==> src/rtl/wi23_defs.sv <==
// Shared memory-map constants and state types for the wi23 SoC peripherals.
// Holds the UART window base, its register offsets, STATUS bit positions and FSM enums.
package wi23_defs;

  localparam logic [15:0] ADDR_UART_MMAP = 16'hC010;

  localparam logic [3:0] UART_TXDATA = 4'h0;
  localparam logic [3:0] UART_RXDATA = 4'h4;
  localparam logic [3:0] UART_STATUS = 4'h8;
  localparam logic [3:0] UART_BAUD   = 4'hC;

  localparam int unsigned ST_TX_BUSY   = 0;
  localparam int unsigned ST_RX_NEMPTY = 1;
  localparam int unsigned ST_RX_OVR    = 2;
  localparam int unsigned ST_RX_FERR   = 3;
  localparam int unsigned ST_TX_OVR    = 4;
  localparam int unsigned ST_RX_COUNT  = 8;

  localparam logic [15:0] UART_MIN_DIV = 16'd4;

  typedef enum logic [1:0] {TxIdle, TxStart, TxData, TxStop} tx_state_e;
  typedef enum logic [1:0] {RxIdle, RxStart, RxData, RxStop} rx_state_e;

  // Small divisors would leave no room for the half-bit start check.
  function automatic logic [15:0] clamp_div(input logic [15:0] d);
    return (d < UART_MIN_DIV) ? UART_MIN_DIV : d;
  endfunction

endpackage

==> src/rtl/uart_rx.sv <==
// 8N1 receiver: 2-FF synchronizer, mid-bit sampling FSM and deserializer.
// Emits a one-cycle rx_valid with rx_byte on a good stop bit, or an rx_ferr pulse on a bad one.
module uart_rx
  import wi23_defs::*;
(
  input  logic        clk,
  input  logic        rst_n,
  input  logic        rx,
  input  logic [15:0] div,
  output logic        rx_valid,
  output logic [7:0]  rx_byte,
  output logic        rx_ferr
);

  logic        sync1_q, sync2_q, prev_q;
  rx_state_e   state_q;
  logic [15:0] div_q, cnt_q;
  logic [2:0]  idx_q;
  logic [7:0]  shift_q;
  logic        valid_q, ferr_q;
  logic        fall;

  assign fall = prev_q & ~sync2_q;

  // Idle-high reset keeps a spurious falling edge from appearing after reset.
  always_ff @(posedge clk or negedge rst_n) begin
    if (!rst_n) begin
      sync1_q <= 1'b1;
      sync2_q <= 1'b1;
      prev_q  <= 1'b1;
    end else begin
      sync1_q <= rx;
      sync2_q <= sync1_q;
      prev_q  <= sync2_q;
    end
  end

  always_ff @(posedge clk or negedge rst_n) begin
    if (!rst_n) begin
      state_q <= RxIdle;
      div_q   <= 16'd0;
      cnt_q   <= 16'd0;
      idx_q   <= 3'd0;
      shift_q <= 8'd0;
      valid_q <= 1'b0;
      ferr_q  <= 1'b0;
    end else begin
      valid_q <= 1'b0;
      ferr_q  <= 1'b0;
      case (state_q)
        RxIdle: begin
          if (fall) begin
            state_q <= RxStart;
            div_q   <= div;
            cnt_q   <= (div >> 1) - 16'd1;
          end
        end
        RxStart: begin
          if (cnt_q != 16'd0) begin
            cnt_q <= cnt_q - 16'd1;
          end else if (sync2_q) begin
            state_q <= RxIdle;
          end else begin
            state_q <= RxData;
            cnt_q   <= div_q - 16'd1;
            idx_q   <= 3'd0;
          end
        end
        RxData: begin
          if (cnt_q != 16'd0) begin
            cnt_q <= cnt_q - 16'd1;
          end else begin
            shift_q <= {sync2_q, shift_q[7:1]};
            cnt_q   <= div_q - 16'd1;
            if (idx_q == 3'd7) state_q <= RxStop;
            else               idx_q   <= idx_q + 3'd1;
          end
        end
        RxStop: begin
          if (cnt_q != 16'd0) begin
            cnt_q <= cnt_q - 16'd1;
          end else begin
            state_q <= RxIdle;
            if (sync2_q) valid_q <= 1'b1;
            else         ferr_q  <= 1'b1;
          end
        end
        default: state_q <= RxIdle;
      endcase
    end
  end

  assign rx_valid = valid_q;
  assign rx_byte  = shift_q;
  assign rx_ferr  = ferr_q;

endmodule

==> src/rtl/mmap_uart.sv <==
// Memory-mapped 8N1 UART: TX holding/shift FSM, RX FIFO with sticky flags, register file
// and combinational read mux.
module mmap_uart
  import wi23_defs::*;
#(
  parameter int unsigned CLK_FREQ      = 50_000_000,
  parameter int unsigned BAUD          = 115200,
  parameter int unsigned RX_FIFO_DEPTH = 4
) (
  input  logic        clk,
  input  logic        rst_n,
  input  logic        sel_i,
  input  logic [3:0]  addr_i,
  input  logic        we_i,
  input  logic        re_i,
  input  logic [31:0] wdata_i,
  output logic [31:0] rdata_o,
  input  logic        RX,
  output logic        TX
);

  localparam int unsigned PtrW = $clog2(RX_FIFO_DEPTH) + 1;
  localparam int unsigned IdxW = PtrW - 1;
  localparam logic [15:0] DivReset = 16'(CLK_FREQ / BAUD);

  logic [1:0] reg_sel;
  logic       wr_en, rd_en, wr_tx, wr_status, wr_baud, rd_rx;
  logic       unused_bits;

  assign reg_sel   = addr_i[3:2];
  assign wr_en     = sel_i & we_i;
  assign rd_en     = sel_i & re_i;
  assign wr_tx     = wr_en & (reg_sel == UART_TXDATA[3:2]);
  assign wr_status = wr_en & (reg_sel == UART_STATUS[3:2]);
  assign wr_baud   = wr_en & (reg_sel == UART_BAUD[3:2]);
  assign rd_rx     = rd_en & (reg_sel == UART_RXDATA[3:2]);
  assign unused_bits = ^{wdata_i[31:16], addr_i[1:0]};

  logic [15:0] baud_div_q;

  always_ff @(posedge clk or negedge rst_n) begin
    if (!rst_n)       baud_div_q <= DivReset;
    else if (wr_baud) baud_div_q <= clamp_div(wdata_i[15:0]);
  end

  // ---------------- transmitter ----------------
  tx_state_e   tx_state_q;
  logic        tx_q;
  logic [15:0] tx_cnt_q, tx_div_q;
  logic [2:0]  tx_idx_q;
  logic [7:0]  tx_shift_q;
  logic        tx_busy, tx_finishing, tx_accept, tx_ovr_set;

  assign tx_busy      = (tx_state_q != TxIdle);
  assign tx_finishing = (tx_state_q == TxStop) && (tx_cnt_q == 16'd0);
  // A write landing on the stop-bit's last edge starts the next frame back to back.
  assign tx_accept    = wr_tx & (~tx_busy | tx_finishing);
  assign tx_ovr_set   = wr_tx & ~tx_accept;

  always_ff @(posedge clk or negedge rst_n) begin
    if (!rst_n) begin
      tx_state_q <= TxIdle;
      tx_q       <= 1'b1;
      tx_cnt_q   <= 16'd0;
      tx_div_q   <= DivReset;
      tx_idx_q   <= 3'd0;
      tx_shift_q <= 8'd0;
    end else if (tx_accept) begin
      tx_state_q <= TxStart;
      tx_q       <= 1'b0;
      tx_div_q   <= baud_div_q;
      tx_cnt_q   <= baud_div_q - 16'd1;
      tx_idx_q   <= 3'd0;
      tx_shift_q <= wdata_i[7:0];
    end else if (tx_busy) begin
      if (tx_cnt_q != 16'd0) begin
        tx_cnt_q <= tx_cnt_q - 16'd1;
      end else begin
        tx_cnt_q <= tx_div_q - 16'd1;
        case (tx_state_q)
          TxStart: begin
            tx_state_q <= TxData;
            tx_q       <= tx_shift_q[0];
          end
          TxData: begin
            if (tx_idx_q == 3'd7) begin
              tx_state_q <= TxStop;
              tx_q       <= 1'b1;
            end else begin
              tx_idx_q   <= tx_idx_q + 3'd1;
              tx_shift_q <= tx_shift_q >> 1;
              tx_q       <= tx_shift_q[1];
            end
          end
          TxStop:  tx_state_q <= TxIdle;
          default: tx_state_q <= TxIdle;
        endcase
      end
    end
  end

  assign TX = tx_q;

  // ---------------- receiver and FIFO ----------------
  logic       rx_valid, rx_ferr_pulse;
  logic [7:0] rx_byte;

  uart_rx u_rx (
    .clk      (clk),
    .rst_n    (rst_n),
    .rx       (RX),
    .div      (baud_div_q),
    .rx_valid (rx_valid),
    .rx_byte  (rx_byte),
    .rx_ferr  (rx_ferr_pulse)
  );

  logic [7:0]      fifo_mem [RX_FIFO_DEPTH];
  logic [PtrW-1:0] wr_ptr_q, rd_ptr_q, count;
  logic            empty, full, pop, push_ok, rx_ovr_set;
  logic [2:0]      rx_count;

  assign count    = wr_ptr_q - rd_ptr_q;
  assign empty    = (count == '0);
  assign full     = (count == PtrW'(RX_FIFO_DEPTH));
  assign pop      = rd_rx & ~empty;
  // Pop frees the slot first, so a push into a full FIFO survives a same-cycle pop.
  assign push_ok    = rx_valid & (~full | pop);
  assign rx_ovr_set = rx_valid & full & ~pop;
  assign rx_count   = 3'(count);

  always_ff @(posedge clk) begin
    if (push_ok) fifo_mem[wr_ptr_q[IdxW-1:0]] <= rx_byte;
  end

  always_ff @(posedge clk or negedge rst_n) begin
    if (!rst_n) begin
      wr_ptr_q <= '0;
      rd_ptr_q <= '0;
    end else begin
      if (push_ok) wr_ptr_q <= wr_ptr_q + 1'b1;
      if (pop)     rd_ptr_q <= rd_ptr_q + 1'b1;
    end
  end

  // ---------------- sticky flags ----------------
  logic       rx_ovr_q, rx_ferr_q, tx_ovr_q;
  logic [4:2] clr;

  assign clr = wr_status ? wdata_i[4:2] : 3'b000;

  always_ff @(posedge clk or negedge rst_n) begin
    if (!rst_n) begin
      rx_ovr_q  <= 1'b0;
      rx_ferr_q <= 1'b0;
      tx_ovr_q  <= 1'b0;
    end else begin
      rx_ovr_q  <= rx_ovr_set    | (rx_ovr_q  & ~clr[ST_RX_OVR]);
      rx_ferr_q <= rx_ferr_pulse | (rx_ferr_q & ~clr[ST_RX_FERR]);
      tx_ovr_q  <= tx_ovr_set    | (tx_ovr_q  & ~clr[ST_TX_OVR]);
    end
  end

  // ---------------- read mux ----------------
  logic [31:0] status;

  always_comb begin
    status                     = 32'd0;
    status[ST_TX_BUSY]         = tx_busy;
    status[ST_RX_NEMPTY]       = ~empty;
    status[ST_RX_OVR]          = rx_ovr_q;
    status[ST_RX_FERR]         = rx_ferr_q;
    status[ST_TX_OVR]          = tx_ovr_q;
    status[ST_RX_COUNT +: 3]   = rx_count;
  end

  always_comb begin
    rdata_o = 32'd0;
    case (reg_sel)
      UART_RXDATA[3:2]: if (!empty) rdata_o[7:0] = fifo_mem[rd_ptr_q[IdxW-1:0]];
      UART_STATUS[3:2]: rdata_o = status;
      UART_BAUD[3:2]:   rdata_o[15:0] = baud_div_q;
      default:          rdata_o = 32'd0;
    endcase
  end

endmodule

==> config.mk <==
export PLATFORM = sky130hd
export DESIGN_NAME = mmap_uart
export DESIGN_NICKNAME = d
export VERILOG_FILES = /design/src/rtl/wi23_defs.sv /design/src/rtl/uart_rx.sv /design/src/rtl/mmap_uart.sv
export SDC_FILE = /design/constraint.sdc
export NUM_CORES = 1
export LEC_CHECK = 0
export CAP_MARGIN = 20
export CORE_MARGIN = 5
export CORE_UTILIZATION = 45
export DETAILED_ROUTE_END_ITERATION = 12
export PLACE_DENSITY = 0.66
export SYNTH_ARGS = -nofsm -noshare
export SYNTH_HDL_FRONTEND = slang
export SYNTH_HIERARCHICAL = 1
export SYNTH_SLANG_ARGS = --single-unit
==> constraint.sdc <==
create_clock -name clk -period 6.3 [get_ports clk]
set_input_delay 1.26 -clock clk [delete_from_list [all_inputs] [get_ports clk]]
set_output_delay 1.26 -clock clk [all_outputs]
set_load 0.02 [all_outputs]
== Yosys cells after proc, flatten, opt, wreduce, memory -nomap -nowiden ==
Memories as Yosys holds them, arrays and structs flattened.
Cells that the tools add are included.

* Register bits after elaboration: 121
* RAM bits: 32
* Output and inout port bits: 33
* Logic and storage cells: 164
* Memories: 1

{| class="wikitable"
|+ Memory list
! name !! depth !! bits a word !! read ports !! clocked after memory_dff !! write ports !! line !! RTL
|-
| fifo_mem || 4 || 8 || 1 || 0 || 1 || mmap_uart.sv:118 || <nowiki>logic [7:0] fifo_mem [RX_FIFO_DEPTH];</nowiki>
|}

* Add/sub/neg operators: 11
* $lt $le $gt $ge: 1
* Eq/ne operators: 24
* Muxes and demuxes: 54
* Bitwise logic cells: 31
* Reductions and logical operators: 20

{| class="wikitable"
|+ Operators by type and width
! operator !! count
|-
| 2-to-1 mux 16 bit || 9
|-
| subtractor 16 x 1 -> 16 bit, second input constant || 5
|-
| case mux 16 bit (4 select lines) || 1
|-
| 2-to-1 mux 8 bit || 6
|-
| nonzero test 16 bit || 2
|-
| 2-to-1 mux 3 bit || 10
|-
| case mux 8 bit (3 select lines) || 1
|-
| 2-to-1 mux 2 bit || 10
|-
| bitwise AND 1 bit || 16
|-
| logical NOT 16 bit || 1
|-
| less-than comparator 16 x 3 -> 1 bit, second input constant || 1
|-
| case mux 8 bit (2 select lines) || 1
|-
| subtractor 15 x 1 -> 16 bit, second input constant || 1
|-
| inequality test 2 bit, second input constant || 7
|-
| adder 3 x 1 -> 3 bit, second input constant || 4
|-
| == test 2 bit, second input constant || 6
|-
| 2-to-1 mux 1 bit || 12
|-
| inverter 1 bit || 10
|-
| AND reduction 5 bit || 2
|-
| == test 3 bit, second input constant || 3
|-
| AND reduction 3 bit || 3
|-
| case mux 2 bit (4 select lines) || 1
|-
| nonzero test 2 bit || 4
|-
| == test 2 x 1 -> 1 bit, second input constant || 3
|-
| other kinds (13) || 22
|}

== Longest topological paths before layout ==
* Word-level depth: 8
* Mapped depth: 17
* Mapped depth without buffers: 13

== Cells and area by module ==
Netlist, hierarchy kept.

{| class="wikitable"
|+ By module, submodules not included
! module !! times used !! cells an instance !! area each (um^2) !! sequential area each (um^2)
|-
| mmap_uart || 1 || 523 || 5645.4 || 2751.4
|-
| uart_rx || 1 || 357 || 3340.7 || 1255.0
|}

== Worst setup path after synthesis ==
Ideal clock, no wire load.

* Path kind: input to register
* Start: in addr_i[2]
* End: reg tx_cnt_q[14]
* Arrival time: 4.527 ns
* Required time: 6.169 ns
* Path slack: 1.641 ns
* Stages: 16
* Path buffers: 5
* Cell sequence: nor4bb_4 -> and2_1 -> buf_4 -> a31o_1 -> buf_2 -> buf_2 -> buf_1 -> buf_2 -> o21a_1 -> ha_1 -> inv_1 -> or3_1 -> o32ai_2 -> nand4_2 -> and3_1 -> or3_1

* Cells in the longest elaborated chain, start to end: 4

{| class="wikitable"
|+ Ends and longest elaborated chain
! element !! line !! RTL
|-
| from (decl) || mmap_uart.sv:13 || <nowiki>input logic [3:0] addr_i,</nowiki>
|-
| logical NOT 2 bit * || mmap_uart.sv:33 || <nowiki>assign wr_tx = wr_en & (reg_sel == UART_TXDATA[3:2]);</nowiki>
|-
| bitwise AND 1 bit * || mmap_uart.sv:33 ||
|-
| bitwise AND 1 bit * || mmap_uart.sv:57 || <nowiki>assign tx_accept = wr_tx & (~tx_busy | tx_finishing);</nowiki>
|-
| 2-to-1 mux 16 bit / nonzero test 2 bit (equally long branches) || n/a ||
|-
| to (signal assigned) || mmap_uart.sv:72 || <nowiki>tx_cnt_q <= baud_div_q - 16'd1;</nowiki>
|-
| to (signal assigned) || mmap_uart.sv:77 || <nowiki>tx_cnt_q <= tx_cnt_q - 16'd1;</nowiki>
|-
| to (signal assigned) || mmap_uart.sv:79 || <nowiki>tx_cnt_q <= tx_div_q - 16'd1;</nowiki>
|-
| to (decl) || mmap_uart.sv:49 || <nowiki>logic [15:0] tx_cnt_q, tx_div_q;</nowiki>
|}

Mark *: on every way between the ends. The rest lies on a longest branch, timed or not.
A chain may end at the register's enable or synchronous reset.

== Worst setup path in the final report ==
* Start: reg rd_ptr_q[0]
* End: out rdata_o[2]

* Cells in the longest elaborated chain, start to end: 4

{| class="wikitable"
|+ Ends and longest elaborated chain
! element !! line !! RTL
|-
| from (decl) || mmap_uart.sv:119 || <nowiki>logic [PtrW-1:0] wr_ptr_q, rd_ptr_q, count;</nowiki>
|-
| from (signal assigned) || mmap_uart.sv:142 || <nowiki>if (pop) rd_ptr_q <= rd_ptr_q + 1'b1;</nowiki>
|-
| subtractor 3 bit || mmap_uart.sv:123 || <nowiki>assign count = wr_ptr_q - rd_ptr_q;</nowiki>
|-
| logical NOT 3 bit || mmap_uart.sv:124 || <nowiki>assign empty = (count == '0);</nowiki>
|-
| 2-to-1 mux 8 bit * || mmap_uart.sv:180 || <nowiki>UART_RXDATA[3:2]: if (!empty) rdata_o[7:0] = fifo_mem[rd_ptr_q[IdxW-1:0]];</nowiki>
|-
| case mux 8 bit (3 select lines) * || mmap_uart.sv:179 || <nowiki>case (reg_sel)</nowiki>
|-
| to (decl) || mmap_uart.sv:17 || <nowiki>output logic [31:0] rdata_o,</nowiki>
|}

Marked as above.

==> summary.md <==
| Metric | Value |
|---|---|
| Fill cells | `roughly 1800` |
| Final min period | `between 5 and 6 ns` |
| Residual DRC count | `0` |
| Ys async rst share | `0.791` |
| Top_reg_cell synth | `dfrtp_1` |
| Fmax | `approximately 200 MHz` |
| Max FO, Critical Path | `11` |
| Synth warn | `6` |
| Post-Synth Simple-Gate Area | `0.180` |
| Hold path depth | `0` |
| Crit path kind | `reg -> out` |
| Core area | `a little under 0.02 mm2` |
| Top-area cell type share of the netlist area | `0.298` |
| Met3 Wirelength | `approximately 1200 um` |
| P_leak | `4.26 nW` |
| CTS max path bufs | `2` |
| WL per Instance | `18.5 um` |
| Worst EP arrival | `around 3.8 ns` |
| Iter 0 DRT Violations | `between 500 and 600` |
| Final Hold Viols | `0` |
| Post-DRT Antenna Nets | `0` |
| Multi-input logic area | `between 0.004 and 0.005 mm2` |
| Syn avg cell area | `10.2 um2` |
| HPWL after detailed placement | `between 15000 and 20000 um` |
| Setup Skew | `between 0.008 and 0.009 ns` |
| CP endpoint kind | `output pin` |
| Area delta synth->final | `12.7%` |
| Slew headroom | `0.323` |
| Hold Buf Count CTS | `0` |
| Cells after synthesis | `880` |
| Row cnt | `51` |
| Crit start category | `flop` |
| Share of cells above drive strength 1 | `0.134` |
| R2r worst-path depth | `12` |
| Clock sink count | `roughly 150` |
| Power density cells | `~400 mW/mm2` |
| Core Util, Final | `0.517` |
| FF+latch count, synth | `approximately 150` |
| Die Wd | `151 um` |
| First-pass GRT wire length | `about 36000 um` |
| I/O Buffers | `40` |
| TritonRoute pass-1 iters | `5` |
| Post-synth top area cell | `dfrtp_1` |
| Post-CTS Setup Bufs | `0` |
| Combinational family with the most area after synthesis | `simple AND/OR/NAND/NOR gates` |
| Reg2Reg Capture Point | `tx_cnt_q[14]$_DFFE_PN0P_` |
| Hold_sp | `u_rx/sync1_q$_DFF_PN1_` |
| Final GP Congestion | `between 0.8 and 0.9` |
| Die ar. | `roughly 0.023 mm2` |
| EDFF count, synth | `32` |
| Hold worst-path end | `u_rx/sync2_q$_DFF_PN1_` |
| Max rail drop VDD | `260 uV` |
| Total of max-cap violations | `0` |
| Clk_lat worst skew | `0.44 ns` |
| Vias | `a little under 7000` |
| Total CTS buffers | `17` |
| Antenna violations before repair | `0` |
| WP data required | `between 5 and 6 ns` |
| Worst hold path class | `reg -> reg` |
| RSZ-0062 raised after global routing | `false` |
| Clk slew on worst S/H paths | `approximately 0.07 ns` |
| Final setup violation count | `0` |
| Metal1 wirelength | `between 10000 and 15000 um` |
| H-tree levels | `4` |
| GR Overflow Total | `0` |
| CTS Root Cell | `clkbuf_16` |
| CTS tree | `yes` |
| Largest net degree at the start of global routing | `74` |
| Area contributors post-synth | `dfrtp_1, edfxtp_1, nand2_1` |
| Ant diodes | `0` |
| Ports | `75` |
| Final-report max-slew violation count | `0` |
| Reg area | `approximately 0.0040 mm2` |
| Post-CTS sizing | `0` |
| Nets | `about 1000` |
| Worst R2R Setup Slack | `between 2 and 3 ns` |
| Mapped Area | `~0.009 mm2` |
| Multiplexer share of the synthesized area | `0.0941` |
| XOR/XNOR Fraction of Synth Area | `0.0400` |
| Number of global-route vias before repair | `between 6000 and 7000` |
| Uppermost layer routed | `met4` |
| Post-synthesis sequential area ratio | `0.446` |
| Avg Vias per Cell | `5.78` |
| Setup_tns | `0 ns` |
| Initial Util | `0.459` |
| Slew @ Worst Pin | `slightly above 1 ns` |
| Status | `complete, no violations` |
| Global Route Usage Sum | `0.200` |
| Compound-Gate Fraction of Synth Area | `0.152` |
| Synth Area in Adders | `0.0370` |
| Launch point of the worst reg-to-reg path | `tx_cnt_q[6]$_DFFE_PN0P_` |
| DR WL met2 | `between 9000 and 10000 um` |
| WL final | `~22000 um` |
| Die H | `about 150 um` |
| Synth cell types | `slightly below 90` |
| Final worst path period share | `0.810` |
==> synth_stat cells, types with 9 or more instances <==
library cell	n
o22ai_1	9
and3_1	12
or3_1	12
mux2_1	10
dfrtp_1	107
xnor2_1	23
nor2_1	47
mux2_2	31
clkbuf_1	22
nand3_1	20
and2_1	9
xor2_1	18
ha_1	25
a31oi_1	12
edfxtp_1	32
o21ai_0	36
inv_1	32
nor4_1	12
o21ai_1	18
mux2i_1	19
buf_2	14
dfstp_2	14
a21oi_1	32
a22o_1	13
nand2b_1	9
nor3_1	23
nand2_1	114
buf_4	18
==> per-layer routing <==
layer,track usage,up-vias
met5,0,-
met4,0.0680,0
met3,0.0419,34
met2,0.293,195
met1,0.293,3373
li1,-,3238
==> worst max path at each step <==
stage / slack (ns) / endpoint / cells after the start / from
2_1_floorplan: 1.64 / tx_cnt_q[14]$_DFFE_PN0P_ / 16 / addr_i[2]
3_3_place_gp: 1.01 / tx_cnt_q[14]$_DFFE_PN0P_ / 13 / addr_i[2]
3_5_place_dp: 0.95 / tx_cnt_q[14]$_DFFE_PN0P_ / 13 / addr_i[2]
4_1_cts: 1.17 / rdata_o[1] / 10 / rd_ptr_q[0]$_DFFE_PN0P_
5_1_grt: 0.88 / rdata_o[0] / 10 / rd_ptr_q[0]$_DFFE_PN0P_
6_report: 1.20 / rdata_o[2] / 9 / rd_ptr_q[0]$_DFFE_PN0P_
==> sequential cells by signal, indices dropped and copies added (netlist names), 2 cells and up, named ones only <==
| register | flops |
|---|---|
| fifo_mem | 32 |
| baud_div_q | 16 |
| tx_cnt_q | 16 |
| tx_div_q | 16 |
| u_rx/cnt_q | 16 |
| u_rx/div_q | 16 |
| tx_shift_q | 8 |
| u_rx/rx_byte | 8 |
| rd_ptr_q | 3 |
| tx_idx_q | 3 |
| u_rx/idx_q | 3 |
| wr_ptr_q | 3 |
| tx_state_q | 2 |
==> critical path: stages (launching register included) <==
cell	delay (ns)
dfrtp_1	0.76
ha_1	0.26
inv_1	0.05
fa_1	0.37
xnor2_1	0.15
xnor2_1	0.26
nor2b_1	0.58
o22ai_1	0.21
a22o_1	0.22
clkdlybuf4s50_1	0.54
==> through the flow <==
| step | hold WS [ns] | area, um2 | total power, mW | setup WS (ns) | std cells |
|---|---|---|---|---|---|
| 3_5_place_dp | 0.362 | 9530 | 3.01 | 0.948 | 1151 |
| 2_1_floorplan | 0.345 | 9040 | 2.62 | 1.64 | 895 |
| 6_report | 0.379 | 10100 | 4.05 | 1.20 | 1183 |
| 5_1_grt | 0.390 | 10100 | 4.31 | 0.879 | 1183 |
| 3_3_place_gp | 0.354 | 9530 | 2.99 | 1.01 | 1151 |
| 4_1_cts | 0.381 | 10100 | 4.06 | 1.17 | 1183 |
==> power by group <==
group / switching, mW / internal [mW]
registers: 0.346 / 1.23
clock network: 0.496 / 0.538
logic: 0.796 / 0.648
total: 1.64 / 2.42
==> placed cells by master, fill, tap and decap left out, drive strengths merged, types with 12 or more instances in the layout <==
| master | synthesis | routed |
|---|---|---|
| a22o | 13 | 13 |
| nor4 | 15 | 15 |
| o21ai | 54 | 54 |
| dfstp | 14 | 14 |
| nor3 | 23 | 23 |
| a21oi | 32 | 32 |
| clkbuf | 22 | 17 |
| edfxtp | 32 | 32 |
| or3 | 12 | 12 |
| mux2i | 20 | 20 |
| nor2 | 47 | 47 |
| nand2 | 115 | 115 |
| xnor2 | 23 | 23 |
| conb | 1 | 16 |
| ha | 25 | 25 |
| buf | 38 | 12 |
| a31oi | 13 | 13 |
| nand3 | 21 | 21 |
| xor2 | 18 | 18 |
| inv | 32 | 42 |
| dfrtp | 107 | 107 |
| clkdlybuf4s50 | 0 | 39 |
| and3 | 12 | 12 |
| mux2 | 41 | 41 |
==> cells by family (layout without fill, tap and decap cells) <==
group | after synthesis | in the layout
compound gates | 190 | 190
simple gates | 308 | 308
buf+inv | 92 | 115
flops | 153 | 153
other cells | 1 | 16
fa+ha+maj | 26 | 26
mux | 69 | 69
xor+xnor | 41 | 41
==> cell type report <==
type	count	share of cell area
Multi-Input combinational cell	650	0.453
Tap cell	265	0.0327
Clock buffer	17	0.0420
Clock inverter	15	0.0171
Timing Repair Buffer	51	0.0475
Inverter	32	0.0119
Sequential cell	153	0.396
No activity file was read; power rests on OpenSTA's default activity.
